===== src/rtl/hazard_unit_pipe.sv =====
// rtl/hazard_unit_pipe.sv - hazard/forwarding controller for the 5-stage pipeline
//
// Purpose: drives pipeline-register enables and flushes beside the datapath.
//   Forwarding selects are combinational with youngest-slot priority.
//   Stall/flush sequencing uses a registered FSM (RUN, MEM_WAIT, FLUSH).
//   Enable and flush outputs are combinational from state and inputs.
//
// Optional feature macro: HAZARD_PERF_EN adds the stall_cnt/flush_cnt
//   saturating performance counters.
//
// Ports:
//   CLK, nRST            clock (rising edge), asynchronous active-low reset
//   ex_rs, ex_rt         source registers of the instruction in EX
//   id_rs, id_rt         source registers of the instruction in ID
//   ex_memread, ex_wsel  EX holds a load / EX destination register
//   fwd_wen, fwd_wsel    RegWrite and destination per forwarding slot (slot0 youngest)
//   br_taken             taken branch/jump resolved in EX
//   ihit                 instruction fetch complete
//   dmem_req, dhit       MEM data access outstanding / complete
//   forwardA, forwardB   0=regfile, k=slot k-1
//   pc_en..memwb_en      pipeline-register enables
//   ifid_flush, idex_flush  bubble insertion
//   hz_state             0=RUN, 1=MEM_WAIT, 2=FLUSH
//   stall_cnt, flush_cnt performance counters (HAZARD_PERF_EN only)
module hazard_unit_pipe #(
  parameter int REG_AW     = 5,
  parameter int FWD_DEPTH  = 2,
  parameter int BR_PENALTY = 1,
  parameter int CNT_W      = 16,
  localparam int FW        = $clog2(FWD_DEPTH + 1)
) (
  input  logic                        CLK,
  input  logic                        nRST,
  input  logic [REG_AW-1:0]           ex_rs,
  input  logic [REG_AW-1:0]           ex_rt,
  input  logic [REG_AW-1:0]           id_rs,
  input  logic [REG_AW-1:0]           id_rt,
  input  logic                        ex_memread,
  input  logic [REG_AW-1:0]           ex_wsel,
  input  logic [FWD_DEPTH-1:0]        fwd_wen,
  input  logic [FWD_DEPTH*REG_AW-1:0] fwd_wsel,
  input  logic                        br_taken,
  input  logic                        ihit,
  input  logic                        dmem_req,
  input  logic                        dhit,
  output logic [FW-1:0]               forwardA,
  output logic [FW-1:0]               forwardB,
  output logic                        pc_en,
  output logic                        ifid_en,
  output logic                        idex_en,
  output logic                        exmem_en,
  output logic                        memwb_en,
  output logic                        ifid_flush,
  output logic                        idex_flush,
`ifdef HAZARD_PERF_EN
  output logic [CNT_W-1:0]            stall_cnt,
  output logic [CNT_W-1:0]            flush_cnt,
`endif
  output logic [1:0]                  hz_state
);

  typedef enum logic [1:0] {
    S_RUN      = 2'd0,
    S_MEM_WAIT = 2'd1,
    S_FLUSH    = 2'd2
  } state_t;

  state_t      state, next_state;
  logic [2:0]  cnt, next_cnt;
  logic        load_use;
  logic        freeze;
  logic [REG_AW-1:0] slot_wsel;

  // Iterate from the oldest slot down so the youngest match overwrites.
  always_comb begin
    forwardA  = '0;
    forwardB  = '0;
    slot_wsel = '0;
    for (int k = FWD_DEPTH - 1; k >= 0; k--) begin
      slot_wsel = fwd_wsel[k*REG_AW +: REG_AW];
      if (fwd_wen[k] && slot_wsel != '0 && slot_wsel == ex_rs)
        forwardA = FW'(k + 1);
      if (fwd_wen[k] && slot_wsel != '0 && slot_wsel == ex_rt)
        forwardB = FW'(k + 1);
    end
    if (!nRST) begin
      forwardA = '0;
      forwardB = '0;
    end
  end

  assign load_use = ex_memread && (ex_wsel != '0) &&
                    ((ex_wsel == id_rs) || (ex_wsel == id_rt));

  // In RUN a miss needs an outstanding request; once in MEM_WAIT the freeze
  // holds purely until dhit arrives.
  assign freeze = (state == S_MEM_WAIT) ? !dhit : (dmem_req && !dhit);

  always_comb begin
    next_state = state;
    next_cnt   = cnt;
    pc_en      = 1'b0;
    ifid_en    = 1'b0;
    idex_en    = 1'b0;
    exmem_en   = 1'b0;
    memwb_en   = 1'b0;
    ifid_flush = 1'b0;
    idex_flush = 1'b0;
    if (nRST) begin
      case (state)
        S_RUN, S_MEM_WAIT: begin
          if (freeze) begin
            next_state = S_MEM_WAIT;
          end else begin
            pc_en      = 1'b1;
            ifid_en    = 1'b1;
            idex_en    = 1'b1;
            exmem_en   = 1'b1;
            memwb_en   = 1'b1;
            next_state = S_RUN;
            if (br_taken) begin
              ifid_flush = 1'b1;
              idex_flush = 1'b1;
              if (BR_PENALTY > 1) begin
                next_cnt   = 3'(BR_PENALTY - 1);
                next_state = S_FLUSH;
              end
            end else if (load_use) begin
              pc_en      = 1'b0;
              ifid_en    = 1'b0;
              idex_flush = 1'b1;
            end else if (!ihit) begin
              pc_en      = 1'b0;
              ifid_flush = 1'b1;
            end
          end
        end
        S_FLUSH: begin
          // A data miss freezes everything and holds the penalty count.
          if (!(dmem_req && !dhit)) begin
            pc_en      = 1'b1;
            ifid_en    = 1'b1;
            idex_en    = 1'b1;
            exmem_en   = 1'b1;
            memwb_en   = 1'b1;
            ifid_flush = 1'b1;
            if (ihit) begin
              if (cnt == 3'd1) begin
                next_cnt   = 3'd0;
                next_state = S_RUN;
              end else begin
                next_cnt = cnt - 3'd1;
              end
            end
          end
        end
        default: next_state = S_RUN;
      endcase
    end
  end

  always_ff @(posedge CLK or negedge nRST) begin
    if (!nRST) begin
      state <= S_RUN;
      cnt   <= 3'd0;
    end else begin
      state <= next_state;
      cnt   <= next_cnt;
    end
  end

  assign hz_state = nRST ? state : 2'd0;

`ifdef HAZARD_PERF_EN
  always_ff @(posedge CLK or negedge nRST) begin
    if (!nRST) begin
      stall_cnt <= '0;
      flush_cnt <= '0;
    end else begin
      if (!pc_en && stall_cnt != '1)
        stall_cnt <= stall_cnt + 1'b1;
      if ((ifid_flush || idex_flush) && flush_cnt != '1)
        flush_cnt <= flush_cnt + 1'b1;
    end
  end
`endif

endmodule

===== config.mk =====
export PLATFORM = sky130hd
export DESIGN_NAME = hazard_unit_pipe
export DESIGN_NICKNAME = d
export VERILOG_FILES = /design/src/rtl/hazard_unit_pipe.sv
export SDC_FILE = /design/constraint.sdc
export NUM_CORES = 1
export LEC_CHECK = 0
export CAP_MARGIN = 5
export CELL_PAD_IN_SITES_DETAIL_PLACEMENT = 1
export CELL_PAD_IN_SITES_GLOBAL_PLACEMENT = 1
export CORE_MARGIN = 2
export CORE_UTILIZATION = 37
export DETAILED_ROUTE_END_ITERATION = 10
export DONT_BUFFER_PORTS = 1
export PLACE_DENSITY = 0.81
export SETUP_SLACK_MARGIN = 0.3
export SLEW_MARGIN = 20
export SYNTH_ARGS = -nofsm -noshare
export SYNTH_HDL_FRONTEND = slang
export SYNTH_SLANG_ARGS = --single-unit
export TNS_END_PERCENT = 10

===== constraint.sdc =====
create_clock -name CLK -period 1.2 [get_ports CLK]
set_input_delay 0 -clock CLK [delete_from_list [all_inputs] [get_ports CLK]]
set_output_delay 0 -clock CLK [all_outputs]
set_load 0.05 [all_outputs]

# [Word level (Yosys, flattened, before mapping)]
# Index checks and enable logic that the tools add are counted.
[classes] n_eq_ne=12 bitwise_logic=1 n_addsub=1 n_reduce_logical=18 n_mux=40
[op_table] op="5-bit == test" count=6
[op_table] op="1-bit two-way mux" count=24
[op_table] op="2-bit two-way mux" count=10
[op_table] op="5-bit nonzero test" count=3
[op_table] op="1-bit logical AND" count=9
[op_table] op="1-bit one-hot mux with 2 select lines" count=4
[op_table] op="4-bit AND reduction" count=2
[op_table] op="2-bit != test, second input constant" count=3
[op_table] op="2-bit one-hot mux with 2 select lines" count=1
[op_table] op="3-bit by 1-bit == test with 1-bit output, second input constant" count=1
[op_table] op="3-bit two-way mux" count=1
[op_table] op="3-bit by 1-bit subtractor with 3-bit output, second input constant" count=1
[op_table] op="2-bit by 1-bit == test with 1-bit output, second input constant" count=1
[op_table] op="2-bit == test, second input constant" count=1
[op_table] op="2-bit logical NOT" count=1
[op_table] op="2-bit OR reduction" count=1
[op_table] op="1-bit logical NOT" count=1
[op_table] op="1-bit logical OR" count=1
[op_table] op="1-bit inverter" count=1
[word_totals] inputBits=44 out_inout_bits=13 ff_bits=5 elab_cells=74

# [Longest topological paths before layout]
[logic_depth] word_depth=8 ltp_mapped=5

# [Worst setup path after synthesis]
# Ideal clock, no wire load.
[synth_timing] path_type="register to output" from="register state[0]" to="output ifid_flush" slack_ns=-0.682 stages_incl_launch_ff=6 n_path_buf=0 arrival_ns=1.882 cell_sequence="dfrtp_1 nor2_1 o21ai_1 inv_1 o21ai_0 a21oi_1"
[synth_between] elab_chain_cells=5 word_cells_on_any_way=8
[synth_rtl] item="start: declaration" line_no="68" text="state_t state, next_state;"
[synth_rtl] item="start signal: assignment" line_no="167" text="state <= next_state;"
[synth_rtl] item="2-bit by 1-bit == test with 1-bit output" line_no="97, 110"
[synth_rtl] item="1-bit two-way mux" line_no="97" text="assign freeze = (state == S_MEM_WAIT) ? !dhit : (dmem_req && !dhit);"
[synth_rtl] item="1-bit two-way mux" line_no="112" text="if (freeze) begin"
[synth_rtl] item="1-bit one-hot mux with 2 select lines (*)" line_no="110" text="case (state)"
[synth_rtl] item="1-bit two-way mux (*)" line_no="109" text="if (nRST) begin"
[synth_rtl] item="end: declaration" line_no="53" text="output logic ifid_flush,"
# Every way passes the cells marked *; elsewhere a longest branch is shown, timed or not.

# [Worst setup path in the final report]
[layout_timing] from="input fwd_wsel[6]" to="output forwardA[1]"
[layout_between] elab_chain_cells=6 word_cells_on_any_way=7
[layout_rtl] item="start: declaration" line_no="41" text="input logic [FWD_DEPTH*REG_AW-1:0] fwd_wsel,"
[layout_rtl] item="5-bit nonzero test" line_no="81" text="if (fwd_wen[k] && slot_wsel != '0 && slot_wsel == ex_rs)"
[layout_rtl] item="1-bit logical AND" line_no="81"
[layout_rtl] item="1-bit logical AND (*)" line_no="81"
[layout_rtl] item="2-bit two-way mux (*) (2 in a row)" line_no="81"
[layout_rtl] item="2-bit two-way mux (*)" line_no="86" text="if (!nRST) begin"
[layout_rtl] item="end: declaration" line_no="46" text="output logic [FW-1:0] forwardA,"
# Marked as above.

==> impl_results.md <==
- Drc violations: 0
- Synth area leaders: xnor2_1 (27%), xor2_1 (23%), or4_1 (7.1%), dfrtp_1 (4.7%), nor4_2 (4.7%)
- DP Worst Slack: -0.0853 ns
- Register area: roughly 25 um^2
- PortBufs: 0
- DR vias: roughly 550
- Setup violations, final: 2
- Sequential area share after synthesis: 0.0474
- Failing checks: setup timing
- Biggest regs: state (1)
- Syn Std Cell Area: about 530 um^2
- Die area: ~0.0017 mm^2
- Total Wirelength: 1.64 mm
- Post-DP HPWL: about 1.5 mm
- Kind of start point of the critical path: primary input
- WS Path Type: primary input to primary output
- Maxcap violations: 0
- Final Hold Fails: 0
- Clock slew at reported path FFs: 0 ns
- Synth warn: 0
- Placement row count: 13
- Worst Path Max Fanout: 3
- DRT Pass-1 Iters: 3
- Synth Flop Type: dfrtp_1
- Mean Syn Cell Area: approximately 7.4 um^2
- Largest net degree at the start of global routing: 8
- Non-filler cells in the finished layout: 96
- Logic gate share of total power: 0.891
- WHS Endpoint: state[0]$_DFFE_PN0P_
- Synth top area share: 0.265
- Min-delay src: nRST
- Final Max Slew Viols: 0
- CP arrival: approximately 1.2 ns
- Internal: 0.193 mW
- Number of synthesized flops with an enable pin: 0
- PwrDens: about 440 mW/mm^2
- RR Startpoint: state[0]$_DFFE_PN0P_
- Reg power frac: 0.109
- CP Capture Type: primary output
- Leakage: between 0.2 and 0.3 nW
- Diodes inserted: 0
- Post-DR wirelength/cell: 17.1 um
- Layout area overhead: 61.1%
- Final Total Pwr: approximately 0.38 mW
- Status: finished with violations
- Worst EP required: between 1 and 1.5 ns
- Largest register FFs: 1
- Worst setup margin: -0.00792 ns
- Worst r2r dst: state[0]$_DFFE_PN0P_
- Fraction of registers with async set/reset: 1.00
- R2R cell count: 4
- Synthesized flop and latch total: 1
- Sw Pwr: ~0.18 mW
- # fillers: 151
- Nets: roughly 130
- Worst-skew pair later-pin latency: 0 ns
- Hold Path Cell Cnt: 2
- Die Height: around 42 um
- Tot GR Track Use: 0.185
- Setup repair after global routing missed its margin: true
- Switching share of power: 0.488
- Clock Power Share: 0
- Vias in the first global route: 600
- Hold WC Path Type: primary input to register
- Initial Utilization: 0.401
- Antenna violations before repair: 0
- Most flops, register: state
- Chip Width: approximately 42 um
- Final min period: 1.21 ns
- First-pass GRT wire length: ~2.6 mm
- Post-route ant nets: 0
- Total grt overflow: 0
- Util after Layout: 0.646
- Detailed Route Iter0 Violations: 5
- Multi-input gate area: between 500 and 600 um^2
- Layout Skew: 0 ns
- Vias per inst: 5.68
- Core box area: 0.00132 mm^2
- Gate count after technology mapping: about 70
- Max Clk Rate: about 830 MHz
- Placed cells: 95
- IO Count: between 50 and 60
- Fin crit share: 1.01
- Synth unique cells: 20
- Flop-to-flop setup slack: ~0.36 ns
- Peak VDD IR: 0.167 mV
- Setup bufs post-CTS: 0
- Layout cells sized above 1: 0.395
- Commonest cells post-synth: xnor2_1 (16), xor2_1 (14), nor2_1 (5), or4_1 (5), nand3_1 (4)
- GP Congestion: between 0.7 and 0.8
- Top-count cell post-synth: xnor2_1
- Syn nets: about 120
- Synth area leader: xnor2_1
[power groups by stage]
stage / combinational [mW] / clock [mW] / sequential (mW)
detailed placement: 0.316 / 0 / 0.0407
finish: 0.337 / 0 / 0.0410
global placement: 0.309 / 0 / 0.0401
CTS: 0.330 / 0 / 0.0406
floorplan: 0.234 / 0 / 0.0397
global route: 0.356 / 0 / 0.0416
[through the flow]
stage	setup TNS (ns)	hold slack [ns]	cell area [um^2]
floorplan	-0.807	-0.296	579
global route	-0.0795	0.158	851
detailed placement	-0.286	-0.295	778
global placement	-0.111	-0.295	778
finish	-0.0125	0.147	851
CTS	-0.0129	0.163	822
[cell families (layout without fill, tap and decap cells)]
| group | count (synthesis) | count (layout) | share of synthesized area |
|---|---|---|---|
| buffers and inverters | 5 | 15 | 0.0569 |
| other | 1 | 1 | 0.00710 |
| AO/OA/AOI/OAI | 11 | 11 | 0.126 |
| AND/OR/NAND/NOR | 23 | 23 | 0.265 |
| flip-flops | 1 | 1 | 0.0474 |
| XOR/XNOR | 30 | 30 | 0.498 |
[worst max-delay path by stage]
| stage | start | to | slack, ns | cells after the start |
|---|---|---|---|---|
| 2_1_floorplan | ex_rs[3] | forwardA[1] | -0.16 | 3 |
| 3_3_place_gp | fwd_wsel[0] | forwardA[0] | -0.08 | 5 |
| 3_5_place_dp | fwd_wsel[0] | forwardA[0] | -0.09 | 5 |
| 4_1_cts | ex_rt[2] | forwardB[1] | -0.008 | 4 |
| 5_1_grt | ex_rt[3] | forwardB[1] | -0.05 | 4 |
| 6_report | fwd_wsel[6] | forwardA[1] | -0.008 | 5 |
[cell usage in the layout, fill, tap and decap left out, drive strengths merged]
cell / instances
nand2: 2
o22ai: 1
and2: 3
nor2: 5
nand3: 4
dlygate4sd3: 1
or4: 5
o211ai: 1
inv: 2
conb: 1
a21oi: 3
xnor2: 16
dfrtp: 1
nor4: 4
xor2: 14
a22o: 1
o21ai: 5
buf: 12
[critical path, cell delays in order]
cell and delay, ns:
or4_1 0.52, o211ai_1 0.28, or4_4 0.19, nor4_4 0.05
buf_12 0.16
[layer usage]
layer  up-vias  GRT usage  wire length (um)
met2        24      0.372               910
met4         0          0                 0
met3         0    0.00870               109
met5         -          0                 0
met1       257      0.224               618
li1        264          -                 -
[timing repair]
action / CTS / global route
endpoints found under the hold margin: 1 / 0
hold buffers: 1 / 0
gates resized for setup: 7 / 9
pin swaps: 7 / 11
setup endpoints to repair: 8 / 12
gates cloned: 0 / 0
[final cells by class]
cell class                 instances  share of cell area
inverter                           2             0.00882
multi-input combinational         65               0.690
sequential                         1              0.0294
timing repair buffer              13               0.250
tap                               15              0.0221
No activity file was read; power rests on OpenSTA's default activity.
